$ cat src/rtl/spi_device.sv
// SPI target: oversamples SCK/CS_N/MOSI in the clk_i domain and moves LSB-first bytes
// between the serial pins and valid/ready RX/TX ports.
module spi_device #(
  parameter bit          CPOL        = 1'b0,
  parameter bit          CPHA        = 1'b0,
  parameter int unsigned SYNC_STAGES = 2
) (
  input  logic       clk_i,
  input  logic       rst_i,
  input  logic       sck_i,
  input  logic       cs_ni,
  input  logic       mosi_i,
  output logic       miso_o,
  output logic       miso_oe_o,
  input  logic [7:0] tx_data_i,
  input  logic       tx_valid_i,
  output logic       tx_ready_o,
  output logic [7:0] rx_data_o,
  output logic       rx_valid_o,
  input  logic       rx_ready_i,
  output logic       rx_overrun_o,
  output logic       tx_underrun_o,
  output logic       busy_o
);

  typedef enum logic [0:0] {StIdle, StActive} state_e;

  logic [SYNC_STAGES-1:0] sck_sync_q, sck_sync_d, cs_sync_q, cs_sync_d;
  logic [SYNC_STAGES-1:0] mosi_sync_q, mosi_sync_d;
  logic                   sck_prev_q, sck_prev_d, cs_prev_q, cs_prev_d;
  logic                   mosi_smp_q, mosi_smp_d, lead_q, lead_d, trail_q, trail_d;
  state_e                 state_q, state_d;
  logic [2:0]             cnt_q, cnt_d;
  logic [7:0]             rx_shift_q, rx_shift_d, tx_shift_q, tx_shift_d;
  logic [7:0]             tx_hold_q, tx_hold_d, rx_data_q, rx_data_d;
  logic                   tx_full_q, tx_full_d, miso_q, miso_d;
  logic                   rx_valid_q, rx_valid_d, rx_overrun_q, rx_overrun_d;
  logic                   tx_underrun_q, tx_underrun_d;

  logic       sck_s, cs_s, mosi_s, cs_fall, cs_rise, active;
  logic       lead, trail, sample_edge, shift_edge, byte_end, byte_start;
  logic [7:0] rx_byte;

  assign sck_s   = sck_sync_q[SYNC_STAGES-1];
  assign cs_s    = cs_sync_q[SYNC_STAGES-1];
  assign mosi_s  = mosi_sync_q[SYNC_STAGES-1];
  assign cs_fall = cs_prev_q & ~cs_s;
  assign cs_rise = ~cs_prev_q & cs_s;
  assign active  = (state_q == StActive);

  // Edge pulses are registered, so mosi is delayed one cycle to stay aligned with them.
  assign lead        = lead_q & active;
  assign trail       = trail_q & active;
  assign sample_edge = CPHA ? trail : lead;
  assign shift_edge  = CPHA ? lead : trail;
  // Mode 0/2 samples bit 7 on the lead, so the counter has already wrapped at its trail.
  assign byte_end    = CPHA ? (cnt_q == 3'd7) : (cnt_q == 3'd0);
  assign byte_start  = cs_fall | (trail & byte_end);
  assign rx_byte     = {mosi_smp_q, rx_shift_q[7:1]};

  always_comb begin
    sck_sync_d    = {sck_sync_q[SYNC_STAGES-2:0], sck_i};
    cs_sync_d     = {cs_sync_q[SYNC_STAGES-2:0], cs_ni};
    mosi_sync_d   = {mosi_sync_q[SYNC_STAGES-2:0], mosi_i};
    sck_prev_d    = sck_s;
    cs_prev_d     = cs_s;
    mosi_smp_d    = mosi_s;
    lead_d        = (sck_s != sck_prev_q) & (sck_prev_q == CPOL) & ~cs_s;
    trail_d       = (sck_s != sck_prev_q) & (sck_prev_q != CPOL) & ~cs_s;
    state_d       = state_q;
    cnt_d         = cnt_q;
    rx_shift_d    = rx_shift_q;
    tx_shift_d    = tx_shift_q;
    tx_hold_d     = tx_hold_q;
    tx_full_d     = tx_full_q;
    miso_d        = miso_q;
    rx_data_d     = rx_data_q;
    rx_valid_d    = rx_valid_q & ~rx_ready_i;
    rx_overrun_d  = 1'b0;
    tx_underrun_d = 1'b0;

    if (cs_fall) begin
      state_d = StActive;
    end else if (cs_rise) begin
      state_d = StIdle;
    end

    if (cs_rise) begin
      cnt_d      = 3'd0;
      rx_shift_d = 8'h00;
      tx_shift_d = 8'h00;
      miso_d     = 1'b0;
    end else begin
      if (cs_fall) begin
        cnt_d      = 3'd0;
        rx_shift_d = 8'h00;
      end
      if (byte_start) begin
        if (tx_full_q) begin
          tx_shift_d = tx_hold_q;
          tx_full_d  = 1'b0;
        end else begin
          tx_shift_d    = 8'hFF;
          tx_underrun_d = 1'b1;
        end
      end else if (shift_edge) begin
        miso_d     = tx_shift_q[0];
        tx_shift_d = {1'b0, tx_shift_q[7:1]};
      end
      if (sample_edge) begin
        rx_shift_d = rx_byte;
        cnt_d      = cnt_q + 3'd1;
        if (cnt_q == 3'd7) begin
          rx_data_d    = rx_byte;
          rx_valid_d   = 1'b1;
          rx_overrun_d = rx_valid_q & ~rx_ready_i;
        end
      end
    end

    // Accept only when empty, so this never collides with a byte start draining the register.
    if (tx_valid_i && !tx_full_q) begin
      tx_hold_d = tx_data_i;
      tx_full_d = 1'b1;
    end
  end

  always_ff @(posedge clk_i or posedge rst_i) begin
    if (rst_i) begin
      sck_sync_q    <= {SYNC_STAGES{CPOL}};
      cs_sync_q     <= '1;
      mosi_sync_q   <= '0;
      sck_prev_q    <= CPOL;
      cs_prev_q     <= 1'b1;
      mosi_smp_q    <= 1'b0;
      lead_q        <= 1'b0;
      trail_q       <= 1'b0;
      state_q       <= StIdle;
      cnt_q         <= 3'd0;
      rx_shift_q    <= 8'h00;
      tx_shift_q    <= 8'h00;
      tx_hold_q     <= 8'h00;
      tx_full_q     <= 1'b0;
      miso_q        <= 1'b0;
      rx_data_q     <= 8'h00;
      rx_valid_q    <= 1'b0;
      rx_overrun_q  <= 1'b0;
      tx_underrun_q <= 1'b0;
    end else begin
      sck_sync_q    <= sck_sync_d;
      cs_sync_q     <= cs_sync_d;
      mosi_sync_q   <= mosi_sync_d;
      sck_prev_q    <= sck_prev_d;
      cs_prev_q     <= cs_prev_d;
      mosi_smp_q    <= mosi_smp_d;
      lead_q        <= lead_d;
      trail_q       <= trail_d;
      state_q       <= state_d;
      cnt_q         <= cnt_d;
      rx_shift_q    <= rx_shift_d;
      tx_shift_q    <= tx_shift_d;
      tx_hold_q     <= tx_hold_d;
      tx_full_q     <= tx_full_d;
      miso_q        <= miso_d;
      rx_data_q     <= rx_data_d;
      rx_valid_q    <= rx_valid_d;
      rx_overrun_q  <= rx_overrun_d;
      tx_underrun_q <= tx_underrun_d;
    end
  end

  assign miso_o        = CPHA ? miso_q : tx_shift_q[0];
  assign miso_oe_o     = active;
  assign busy_o        = active;
  assign tx_ready_o    = ~tx_full_q;
  assign rx_data_o     = rx_data_q;
  assign rx_valid_o    = rx_valid_q;
  assign rx_overrun_o  = rx_overrun_q;
  assign tx_underrun_o = tx_underrun_q;

endmodule
$ cat config.mk
export PLATFORM = sky130hd
export DESIGN_NAME = spi_device
export DESIGN_NICKNAME = d
export VERILOG_FILES = /design/src/rtl/spi_device.sv
export SDC_FILE = /design/constraint.sdc
export NUM_CORES = 1
export LEC_CHECK = 0
export BUFFER_PORTS_ARGS = -buffer_cell sky130_fd_sc_hd__buf_2
export CORE_UTILIZATION = 50
export CTS_CLUSTER_SIZE = 8
export DETAILED_ROUTE_END_ITERATION = 16
export PLACE_DENSITY_LB_ADDON = 0.3
export SLEW_MARGIN = 20
export SYNTH_ARGS = -nofsm -noshare
export SYNTH_HDL_FRONTEND = slang
export SYNTH_SLANG_ARGS = --single-unit
$ cat constraint.sdc
create_clock -name clk_i -period 1.4 [get_ports clk_i]
set_input_delay 0.21 -clock clk_i [delete_from_list [all_inputs] [get_ports clk_i]]
set_output_delay 0.21 -clock clk_i [all_outputs]
set_load 0.02 [all_outputs]
# Yosys cells after proc, flatten, opt, wreduce, memory -nomap -nowiden

Cells that the tools add are included.

Output and inout bits: 15
Register bits: 51
Input bits: 15
Logic and storage cells: 72

$add $sub $neg: 1
Bitwise gates (word level): 17
Equality and inequality tests: 3
Muxes and demuxes: 24
Reduce and logical (&&, ||, !) cells: 9

Operators with widths:

| operator                                       | number |
|---|---|
| 2-to-1 mux 8 bit                               | 7 |
| 2-to-1 mux 1 bit                               | 14 |
| bitwise AND 1 bit                              | 10 |
| 2-to-1 mux 3 bit                               | 3 |
| inverter 1 bit                                 | 6 |
| nonzero test 3 bit                             | 2 |
| nonzero test 2 bit                             | 2 |
| adder 3 x 1 -> 3 bit (second input constant)   | 1 |
| equality test 3 bit (second input constant)    | 1 |
| logical NOT 3 bit                              | 1 |
| AND reduction 3 bit                            | 1 |
| != test 2 x 1 -> 1 bit (second input constant) | 1 |
| AND reduction 2 bit                            | 1 |
| logical AND 1 bit                              | 1 |
| logical NOT 1 bit                              | 1 |
| != test 1 bit                                  | 1 |
| bitwise OR 1 bit                               | 1 |

# Logic depth before layout (Yosys ltp)

Gate-level depths: netlist of run 1.

Depth after elaboration: 6
Mapped depth: 6
Depth with buffers taken out: 5

# Worst setup path before layout of run 1

No wires, ideal clock.

Path kind: register to register
From: reg cs_sync_q[1]
To: reg cnt_q[1]
Setup slack: -0.170 ns
Stages on the path, launching flop included: 5
Buffers on the path: 0
Data required time: 1.332 ns
Clock period less this slack: 1.570 ns
Setup time: 0.068 ns
Arrival time: 1.502 ns
Cells stage by stage: dfstp_2 -> inv_1 -> ha_1 -> a21boi_1 -> a22o_1

Word-level cells in the longest chain between the ends: 3
Elaborated cells on any way between the ends: 5
Classes of those cells: 1 x mux; 3 x bitwise; 1 x reduce/logical

RTL lines:

| what                         | RTL line | RTL |
|---|---|---|
| start, declared              | 28       | `logic [SYNC_STAGES-1:0] sck_sync_q, sck_sync_d, cs_sync_q, cs_sync_d;` |
| start signal, assigned       | 151      | `cs_sync_q <= cs_sync_d;` |
| inverter 1 bit               | 47       | `assign cs_fall = cs_prev_q & ~cs_s;` |
| bitwise AND 1 bit            | 47       |  |
| nonzero test 3 bit (no line) | n/a      |  |
| end signal, assigned         | 159      | `cnt_q <= cnt_d;` |
| end, declared                | 33       | `logic [2:0] cnt_q, cnt_d;` |

Several ways; a longest one is shown, not always the timed one.
A chain may end at the register's enable or synchronous reset.

# Final worst setup path of run 1

From: reg cs_prev_q
To: reg rx_data_q[7] (netlist: rx_data_o[7])

Word-level cells in the longest chain between the ends: 4

RTL lines:

| what                          | RTL line | RTL |
|---|---|---|
| start, declared               | 30       | `logic sck_prev_q, sck_prev_d, cs_prev_q, cs_prev_d;` |
| start signal, assigned        | 154      | `cs_prev_q <= cs_prev_d;` |
| inverter 1 bit                | 48       | `assign cs_rise = ~cs_prev_q & cs_s;` |
| bitwise AND 1 bit             | 48       |  |
| inverter 1 bit (no line)      | n/a      |  |
| AND reduction 3 bit (no line) | n/a      |  |
| end signal, assigned          | 165      | `rx_data_q <= rx_data_d;` |
| end, declared                 | 35       | `logic [7:0] tx_hold_q, tx_hold_d, rx_data_q, rx_data_d;` |

Every way passes these cells.

==> results of run 1 <==
cells in the mapped netlist, drive strengths merged:
cell type	instances
clkbuf	8
a22o	9
o22ai	1
ha	5
dfrtp	47
a32o	7
o21ai	7
or3	7
buf	1
nand2	13
a21oi	2
and4b	1
nor2	3
a21boi	1
inv	13
dfstp	3
nand2b	1
o21bai	1
nor3b	2
a21o	1
nor2b	2
and3b	1
o211ai	7
and2b	1
mux2	10
cells by family (layout without fill, tap and decap cells):
group           count (synthesis)  count (layout)
mux                            10              10
fa+ha+maj                       5               5
simple gates                   31              32
flops                          50              50
buf+inv                        22              74
compound gates                 36              37
worst min-delay path, stage by stage:
cell     delay (ns)
buf_2          0.08
nand2_1        0.03
o21ai_0        0.06
sequential cells by signal (all words and copies together), names as in the netlist, 2 cells and up:
name	count
rx_data_o	8
rx_shift_q	7
cnt_q	3
sck_sync_q	2
tx_hold_q	8
cs_sync_q	2
mosi_sync_q	2
tx_shift_q	8
power groups by stage:
stage / logic (mW) / clock network (mW) / registers (mW)
6_report: 0.674 / 1.01 / 1.72
5_1_grt: 0.746 / 1.09 / 1.73
4_1_cts: 0.648 / 1.03 / 1.71
3_5_place_dp: 0.596 / 0 / 1.74
3_3_place_gp: 0.565 / 0 / 1.73
2_1_floorplan: 0.401 / 0 / 1.73
through the flow:
step | cells | power [mW] | area [sq um]
CTS | 250 | 3.39 | 2550
floorplan | 154 | 2.13 | 2040
global placement | 235 | 2.29 | 2310
global route | 256 | 3.57 | 2620
detailed placement | 235 | 2.33 | 2310
finish | 256 | 3.40 | 2620
path summary, 6_finish.rpt:
| kind | cells past startpoint | slack (ns) | to | startpoint |
|---|---|---|---|---|
| setup / recovery | 5 | -0.24 | rx_data_o[7] | cs_prev_q |
| hold / removal | 3 | 0.10 | tx_hold_q[3] | tx_data_i[3] |
| setup reg to reg | 5 | -0.24 | rx_data_o[7] | cs_prev_q |
| hold reg to reg | 0 | 0.36 | mosi_sync_q[1] | mosi_sync_q[0] |
| max in group asynchronous | 4 | 0.61 | cs_sync_q[0] | rst_i |
| min in group asynchronous | 4 | 0.51 | rx_data_o[3] | rst_i |
repair_timing:
| item | CTS | global route |
|---|---|---|
| hold buffers | 3 | 1 |
| gates resized for setup | 12 | 10 |
| cloned | 1 | 2 |
| setup endpoints to repair | 30 | 32 |
| pin swaps | 4 | 6 |
| hold endpoints to repair | 49 | 1 |
| setup buffers | 3 | 4 |
layer usage:
| metal | wire, um | vias up | track usage, % | share of wire (%) |
|---|---|---|---|---|
| li1 | - | 650 | - | - |
| met1 | 1930 | 709 | 27.9 | 44 |
| met2 | 2120 | 51 | 38.3 | 49 |
| met3 | 239 | 7 | 6.16 | 5.5 |
| met4 | 75 | 0 | 7.22 | 1.7 |
| met5 | 0 | - | 0 | 0 |
cell usage in the layout, fill, tap and decap left out, types with 2 or more instances in the layout:
cell | synthesis | layout
nand2_1 | 12 | 11
a32o_1 | 7 | 7
clkinvlp_4 | 0 | 3
or3_1 | 7 | 7
nor3b_1 | 2 | 2
inv_1 | 13 | 8
buf_6 | 0 | 4
nor2b_1 | 2 | 2
mux2_2 | 10 | 2
buf_4 | 1 | 16
o21ai_0 | 7 | 7
ha_4 | 0 | 3
nor2_2 | 0 | 2
buf_2 | 0 | 28
clkbuf_8 | 0 | 5
dfstp_2 | 3 | 3
dlygate4sd3_1 | 0 | 4
dfrtp_1 | 47 | 47
mux2_4 | 0 | 8
a21boi_4 | 0 | 2
o211ai_1 | 7 | 7
inv_2 | 0 | 4
a22o_1 | 9 | 9
layout make-up:
type | count | share of cell area [%]
multi-input cells | 84 | 29.5
clock inverters | 3 | 1.72
clock buffers | 5 | 2.63
inverters | 13 | 2.00
well taps | 48 | 2.29
flip-flops and latches | 50 | 47.9
repair buffers | 53 | 13.9
==> impl_metrics.csv, run 1 <==
group,metric,value,unit
outcome,run_status,"finished, violations left",
outcome,violations,"setup timing",
clocking,cts_max_path_buffers,2,
floorplanning,pin_count,30,
detailed_routing,dr.pass1.iters,4,
sta,slew_headroom,80.6,%
detailed_routing,drcViolationCount,0,
critical_path,cp_num_buf_inv,1,
final_layout,drive_above_1_share,44.2,%
final_layout,finish.utilization,70.5,%
place,dp_slack,-0.183,ns
yosys,synth_top_family_by_area,"compound AO/OA/AOI/OAI gates",
floorplanning,fp.dieW,64.6,um
power_and_ir_drop,internal_power,2.46,mW
power_and_ir_drop,p_comb_share,19.8,%
sta,tightest_slew,0.291,ns
yosys,synth.distinct_cells,27,
sta,rsz0062_at_grt,"true",
global_routing,grt_max_degree,51,
yosys,syn_area,1960,sq um
detailed_routing,final_antenna_net_count,0,
critical_path,worstPathArrival,1.84,ns
power_and_ir_drop,p_leak,1.33,nW
yosys,synth.avg_cell_area,12.7,sq um
final_layout,ff_latch_area,1250,sq um
critical_path,critical_path.top_delay_family,"flip-flops",
power_and_ir_drop,power_density,1300,nW/um^2
yosys,synth_top_cell_by_area,"dfrtp_1",
place,place.gp.congestion,0.780,
floorplanning,die_area,4180,sq um
yosys,synth.top_cells.by_area,"dfrtp_1 60%, mux2_2 5.7%, dfstp_2 4.0%, a22o_1 4.0%, a32o_1 3.6%",
yosys,yosys.area_share.simple,8.55,%
detailed_routing,wl,4360,um
final_layout,nets,227,
power_and_ir_drop,power.share.switching,27.7,%
yosys,syn_inst,154,
global_routing,grt_pass1_vias,1390,
clocking,root_buffer,"clkbuf_8",
critical_path,slowest_stage,"dfstp_2",
critical_path,crit_fanout,5,
clocking,cts_made_buffers,5,
sta,worst_slack,-0.243,ns
sta,holdWs,0.104,ns
sta,hold_viol,0,
place,io_buffers,29,
yosys,synth-xor-area-share,0,%
yosys,synth.area.mux_share,5.74,%
clocking,path_clk_slew,0.09,ns
final_layout,multi_input_area,774,sq um
global_routing,grt_use_total,22.6,%
yosys,ys_ff_latch,50,
floorplanning,start_util,52.8,%
yosys,synth_nets,174,
yosys,ys.warnings.count,0,
yosys,yosys.area_share.adder,3.19,%
power_and_ir_drop,p_seq_share,50.5,%
sta,min_period,1.64,ns
detailed_routing,wire_per_inst,17.0,um
sta,finalSetupTns,-5.49,ns
place,hpwl,2550,um
detailed_routing,vias_per_cell,5.54,
global_routing,gr-total-overflow,0,
global_routing,antenna_found_initial,0,
sta,slew_violations,0,
power_and_ir_drop,p_sw,0.941,mW
critical_path,path_class,"flip-flop to flip-flop",
power_and_ir_drop,clkPwrFrac,29.7,%
sta,finalSetupViolCount,30,
final_layout,fill_cells,240,
sta,layout_worst_path_cycle_share,117,%
min_path,hp-class,"input port to flip-flop",
global_routing,grt_pass1_wl,6890,um
yosys,yosysSeqAreaShare,64.0,%
critical_path,cp.required,1.59,ns
critical_path,crit_path_cell_trace,"inv_2, ha_4, and3b_2, nand2_8, mux2_4",
final_layout,diodes,0,
yosys,synth_top_area_share,60.0,%
run,maxCapViolations,0,
final_layout,synthToLayoutAreaGrowth,33.7,%
detailed_routing,vias,1417,
power_and_ir_drop,irDropWorstVdd,0.767,mV
floorplanning,core_area,3720,sq um
clocking,htree_levels,2,
clocking,numClockSinks,50,
clocking,clock_latency,0.31,ns
sta,fin_skew,0.00574,ns
sta,max_freq,609,MHz
critical_path,end_kind,"flip-flop",
detailed_routing,drt_iter0_drc,121,
floorplanning,fp.dieH,64.6,um
critical_path,cp_slowest_stage_delay,0.55,ns
yosys,synth_compound_area_share,14.0,%
critical_path,cp-start-kind,"flip-flop",
clocking,cts_tree,"done",
floorplanning,rows,22,
Power figures use the tool's default switching activity.
==> run 2, diff against run 1 <==
CORE_UTILIZATION = 59   (was 50)
clock period = 1.9 ns   (was 1.4 ns; I/O delays follow)
==> run 2 against run 1 <==
  * The flow now finishes without violations
  * Clock skew increased by 0.012 ns
  * Non-clock buffer count decreased by 15
  * Maximum frequency decreased by 7.9%
  * Sequential cell count unchanged
  * Clock power decreased by 52%
  * Register-to-register slack improved by 0.36 ns
  * Clock-buffer cell count increased by 2
  * First-iteration DRC count decreased by 50%
  * Die area decreased by 15%
  * Utilization increased by 2.8 points
==> impl_metrics.csv, run 2 (synthesis results as in run 1) <==
group,metric,value,unit
clocking,cts_made_buffers,5,
floorplanning,pin_count,30,
critical_path,end_kind,"flip-flop",
critical_path,worstPathArrival,2.09,ns
sta,max_freq,560,MHz
floorplanning,core_area,3100,sq um
place,io_buffers,29,
floorplanning,start_util,63.2,%
final_layout,mostFrequentLayoutCells,"47 x dfrtp_1, 29 x buf_2, 12 x inv_1, 12 x nand2_1, 10 x mux2_2",
min_path,holdPathEnd,"tx_hold_q[5]",
clocking,cts_tree,"done",
detailed_routing,vias_per_cell,5.46,
sta,tightest_slew,0.468,ns
clocking,root_buffer,"clkbuf_4",
clocking,numClockSinks,50,
sta,fin_skew,0.0178,ns
final_layout,drive_above_1_share,30.4,%
detailed_routing,drt_iter0_drc,60,
global_routing,grt_use_total,22.5,%
final_layout,diodes,0,
floorplanning,rows,20,
floorplanning,fp.dieW,59.6,um
critical_path,reg2reg_depth,6,
final_layout,final_common_cell,"dfrtp_1",
final_layout,nets,210,
clocking,cts_max_path_buffers,2,
detailed_routing,wl,3390,um
critical_path,crit_fanout,13,
floorplanning,die_area,3560,sq um
power_and_ir_drop,power_density,944,nW/um^2
detailed_routing,route.met3.wl,166,um
detailed_routing,dr.pass1.iters,4,
detailed_routing,wire_per_inst,14.4,um
critical_path,r2r-end,"tx_shift_q[5]",
critical_path,path_class,"flip-flop to flip-flop",
critical_path,reg2reg_slack,0.12,ns
floorplanning,fp.dieH,59.6,um
sta,rsz0062_at_grt,"false",
global_routing,grt_pass1_wl,5730,um
final_layout,final_cells,235,
place,place.gp.congestion,0.805,
detailed_routing,vias,1282,
global_routing,gr-total-overflow,0,
critical_path,cp.required,2.20,ns
run,maxCapViolations,0,
min_path,hp-class,"input port to flip-flop",
final_layout,finish.utilization,73.3,%
detailed_routing,final_antenna_net_count,0,
sta,worst_slack,0.115,ns
place,dp_slack,0.0506,ns
outcome,run_status,"finished, final reports clean",
power_and_ir_drop,power.total,2.15,mW
sta,min_period,1.78,ns
detailed_routing,drcViolationCount,0,
min_path,worstHoldPathCells,3,
clocking,clock_latency,0.36,ns
sta,finalSetupTns,0,ns
min_path,holdCritStartpoint,"tx_data_i[5]",
clocking,htree_levels,2,
detailed_routing,dr_wl_met2,1630,um
global_routing,grt_max_degree,31,
final_layout,synthToLayoutAreaGrowth,16.1,%
clocking,path_clk_slew,0.14,ns
sta,finalSetupViolCount,0,
power_and_ir_drop,p_leak,1.18,nW
sta,layout_worst_path_cycle_share,93.9,%
detailed_routing,drt-met1-wl,1540,um
sta,slew_violations,0,
sta,slew_headroom,68.6,%
place,hpwl,2370,um
power_and_ir_drop,irDropWorstVdd,0.599,mV
place,placedCellCount,223,
sta,hold_viol,0,
critical_path,cp-start-kind,"flip-flop",
detailed_routing,highest_layer,"met4",
global_routing,antenna_found_initial,0,
critical_path,r2r_start,"cs_sync_q[1]",
global_routing,grt_pass1_vias,1313,
-- run 2: worst max path at each step --
stage	startpoint	endpoint	slack, ns	depth (start not counted)
global route	cs_sync_q[1]	tx_shift_q[4]	0.005	6
floorplan	cs_sync_q[1]	cnt_q[1]	0.33	4
finish	cs_sync_q[1]	tx_shift_q[5]	0.12	6
CTS	cs_sync_q[1]	rx_shift_q[6]	0.02	4
detailed placement	cs_sync_q[1]	cnt_q[1]	0.05	4
global placement	cs_sync_q[1]	rx_shift_q[2]	0.18	4
-- run 2: worst max-delay path: stages, from the launching register on --
cell and delay (ns):
dfstp_2 0.59, inv_1 0.06, ha_1 0.33, a21oi_1 0.28, nor2b_1 0.18, buf_4 0.16
a32o_1 0.12
-- run 2: metal layers --
layer | GRT usage, % | vias to the layer above
met2 | 35.4 | 40
met1 | 28.8 | 627
li1 | - | 610
met3 | 7.21 | 5
met5 | 0 | -
met4 | 8.97 | 0
-- run 2: area by class of cell --
cell class | count | area (sq um)
multi-input cells | 82 | 622
well taps | 44 | 55.1
flip-flops and latches | 50 | 1250
clock inverters | 1 | 5.00
inverters | 13 | 48.8
clock buffers | 7 | 55.1
repair buffers | 38 | 235
fillers | 239 | 827
-- run 2: power by group --
group,internal [mW],switching (mW)
combinational,0.169,0.221
sequential,1.20,0.0744
clock,0.180,0.304
-- run 2: metrics by stage --
stage	area, sq um	hold slack, ns
final	2280	0.114
after global routing	2280	0.111
after CTS	2250	0.00292
after detailed placement	2170	0.314
after global placement	2170	0.301
after floorplan	1960	0.289
-- run 2: repair_timing --
item,in CTS,in global routing
buffers inserted,0,0
hold endpoints to repair,21,2
hold buffers,2,2
gates resized for setup,0,1
setup endpoints to repair,0,10
==> run 3, diff against run 2 <==
ABC_AREA = 1   (was unset)
==> run 3 against run 2 <==
  * Power shrank 2.0%
  * Sequential power is essentially flat
  * Cell area grew 1.3%
  * Worst setup slack gained 0.11 ns
  * Routed wire length shrank 9.2%
  * Critical path depth grew 2
==> impl_metrics.csv, run 3 <==
group,metric,value,unit
final_layout,final_common_cell,"nand2_1",
final_layout,synthToLayoutAreaGrowth,14.6,%
yosys,synth_nets,215,
power_and_ir_drop,p_seq_share,60.9,%
clocking,path_clk_slew,0.13,ns
sta,min_period,1.67,ns
yosys,syn_inst,195,
sta,slew_violations,0,
clocking,numClockSinks,50,
critical_path,cpMostUsedCell,"nand2_1",
detailed_routing,wire_per_inst,11.0,um
power_and_ir_drop,p_sw,0.596,mW
clocking,root_buffer,"clkbuf_4",
sta,slew_headroom,68.6,%
clocking,cts_tree,"done",
critical_path,reg2reg_depth,8,
power_and_ir_drop,p_leak,1.24,nW
critical_path,r2r-end,"tx_shift_q[5]",
sta,finalSetupViolCount,0,
clocking,clock_latency,0.35,ns
global_routing,grt_pass1_vias,1260,
global_routing,grt_use_total,19.5,%
place,place.gp.congestion,0.838,
critical_path,cp-start-kind,"flip-flop",
place,io_buffers,29,
clocking,htree_levels,2,
detailed_routing,drcViolationCount,0,
clocking,cts_made_buffers,5,
sta,worst_slack,0.227,ns
critical_path,slowest_stage,"dfstp_2",
yosys,syn_area,2010,sq um
yosys,synthArstFlopShare,100,%
yosys,synth_top_area_share,58.5,%
clocking,cts_max_path_buffers,2,
global_routing,antenna_found_initial,0,
final_layout,mostFrequentLayoutCells,"56 x nand2_1, 47 x dfrtp_1, 29 x buf_2",
yosys,ys.warnings.count,0,
place,dp_slack,0.250,ns
critical_path,crit_path_cell_trace,"inv_1, ha_1, inv_1, nand2_1, nand2_1, nand2_1, nand2_1, nand2_1",
yosys,synth.avg_cell_area,10.3,sq um
yosys,synth_top_cell_by_area,"dfrtp_1",
detailed_routing,vias,1378,
global_routing,grt_max_degree,29,
final_layout,nets,254,
global_routing,busiest_layer,"met2",
critical_path,r2r_start,"cs_sync_q[1]",
yosys,synth_edf_count,0,
critical_path,worstPathArrival,1.92,ns
sta,fin_skew,0.0126,ns
power_and_ir_drop,internal_power,1.51,mW
sta,tightest_slew,0.471,ns
floorplanning,start_util,63.8,%
yosys,synth.top_cells.by_area,"dfrtp_1 58%, nand2_1 10%, inv_1 5.2%, dfstp_2 3.9%, mux2_2 3.9%",
final_layout,diodes,0,
floorplanning,fp.dieH,60.4,um
power_and_ir_drop,clkPwrFrac,21.2,%
global_routing,grt_util_met1,24.2,%
power_and_ir_drop,irDropWorstVdd,0.672,mV
yosys,synth_top_flop_cell,"dfrtp_1",
sta,hold_viol,0,
critical_path,end_kind,"flip-flop",
floorplanning,die_area,3650,sq um
critical_path,cp_slowest_stage_delay,0.58,ns
critical_path,cp-startpoint,"cs_sync_q[1]",
min_path,hp-class,"input port to flip-flop",
sta,layout_worst_path_cycle_share,88.1,%
yosys,ys_ff_latch,50,
global_routing,use_met3,4.90,%
clocking,cts_hold_buf,1,
critical_path,cp.required,2.14,ns
detailed_routing,final_antenna_net_count,0,
sta,max_freq,598,MHz
global_routing,grt_pass1_wl,5120,um
floorplanning,fp.dieW,60.4,um
power_and_ir_drop,power_density,914,nW/um^2
critical_path,path_class,"flip-flop to flip-flop",
critical_path,reg2reg_slack,0.23,ns
detailed_routing,wl,3080,um
power_and_ir_drop,power.share.switching,28.3,%
global_routing,gr-total-overflow,0,
sta,rsz0062_at_grt,"false",
min_path,holdCritStartpoint,"tx_data_i[1]",
detailed_routing,drt_iter0_drc,61,
floorplanning,rows,20,
run,maxCapViolations,0,
final_layout,drive_above_1_share,26.4,%
yosys,synthTopCellsByCount,"56 x nand2_1, 47 x dfrtp_1, 28 x inv_1",
place,hpwl,2240,um
detailed_routing,vias_per_cell,4.94,
min_path,worstHoldPathCells,2,
yosys,synth.distinct_cells,20,
yosys,yosysSeqAreaShare,62.4,%
global_routing,met2_usage,32.0,%
sta,finalSetupTns,0,ns
min_path,holdPathEnd,"tx_hold_q[1]",
clocking,cts_setup_buffers,0,
floorplanning,pin_count,30,
floorplanning,core_area,3150,sq um
detailed_routing,dr.pass1.iters,4,
outcome,run_status,"finished, final reports clean",
critical_path,crit_fanout,8,
clocking,cts_resized,0,
power_and_ir_drop,p_comb_share,18.0,%
yosys,post-synth-top-count-cell,"nand2_1",
run 3: changes by cell type in the layout (fill, tap and decap cells not counted), moves of 7 or more:
cell,previous run,this run
nor2_1,3,10
o21ai_2,0,8
nand2_1,12,56
a32o_1,7,0
inv_1,12,27
a22o_1,9,0
o211ai_1,7,0
or3_1,7,0
run 3: logic make-up after synthesis:
group / after synthesis / synth area share [%]
and+or+nand+nor: 74 / 15.4
adders and majority gates: 5 / 3.11
AOI/OAI and AO/OA: 28 / 8.89
DFF: 50 / 62.4
muxes: 7 / 3.92
buffers and inverters: 31 / 6.34
run 3: final cells by class:
type,instances,area (sq um)
clock inverters,2,10.0
clock buffers,6,41.3
inverters,29,109
repair buffers,34,205
well taps,44,55.1
multi-input cells,114,629
fillers,263,848
flip-flops and latches,50,1250
run 3: critical path: cells and delay by family, from the launching register on:
family	cells	cell delay (ns)
and+or+nand+nor	5	0.64
DFF	1	0.58
adders and majority gates	1	0.19
buffers and inverters	2	0.16
run 3: worst max-delay path by stage:
stage | depth (start not counted) | to
4_1_cts | 8 | tx_shift_q[5]
3_3_place_gp | 8 | tx_shift_q[5]
2_1_floorplan | 1 | busy_o
5_1_grt | 8 | tx_shift_q[6]
6_report | 8 | tx_shift_q[5]
3_5_place_dp | 8 | tx_shift_q[5]
run 3: metrics by stage:
step / cell area, sq um / std cells / power (mW) / utilization [%] / hold WS [ns]
floorplan: 2010 / 195 / 1.57 / - / 0.289
detailed placement: 2210 / 267 / 1.68 / 70.2 / 0.327
global route: 2300 / 279 / 2.23 / 73.1 / 0.148
finish: 2300 / 279 / 2.11 / 73.1 / 0.159
global placement: 2210 / 267 / 1.66 / 70.2 / 0.330
CTS: 2270 / 276 / 2.12 / 72.1 / 0.00793
run 3: layer usage:
layer	up-vias	share of wire, %
met4	0	0.94
li1	685	-
met3	5	3.7
met1	663	46
met5	-	0
met2	25	49
run 3: power groups by stage:
stage / logic, mW / registers (mW) / clock network, mW
finish: 0.379 / 1.28 / 0.446
floorplan: 0.277 / 1.29 / 0
detailed placement: 0.373 / 1.30 / 0
global route: 0.427 / 1.30 / 0.506
global placement: 0.364 / 1.29 / 0
CTS: 0.377 / 1.28 / 0.464
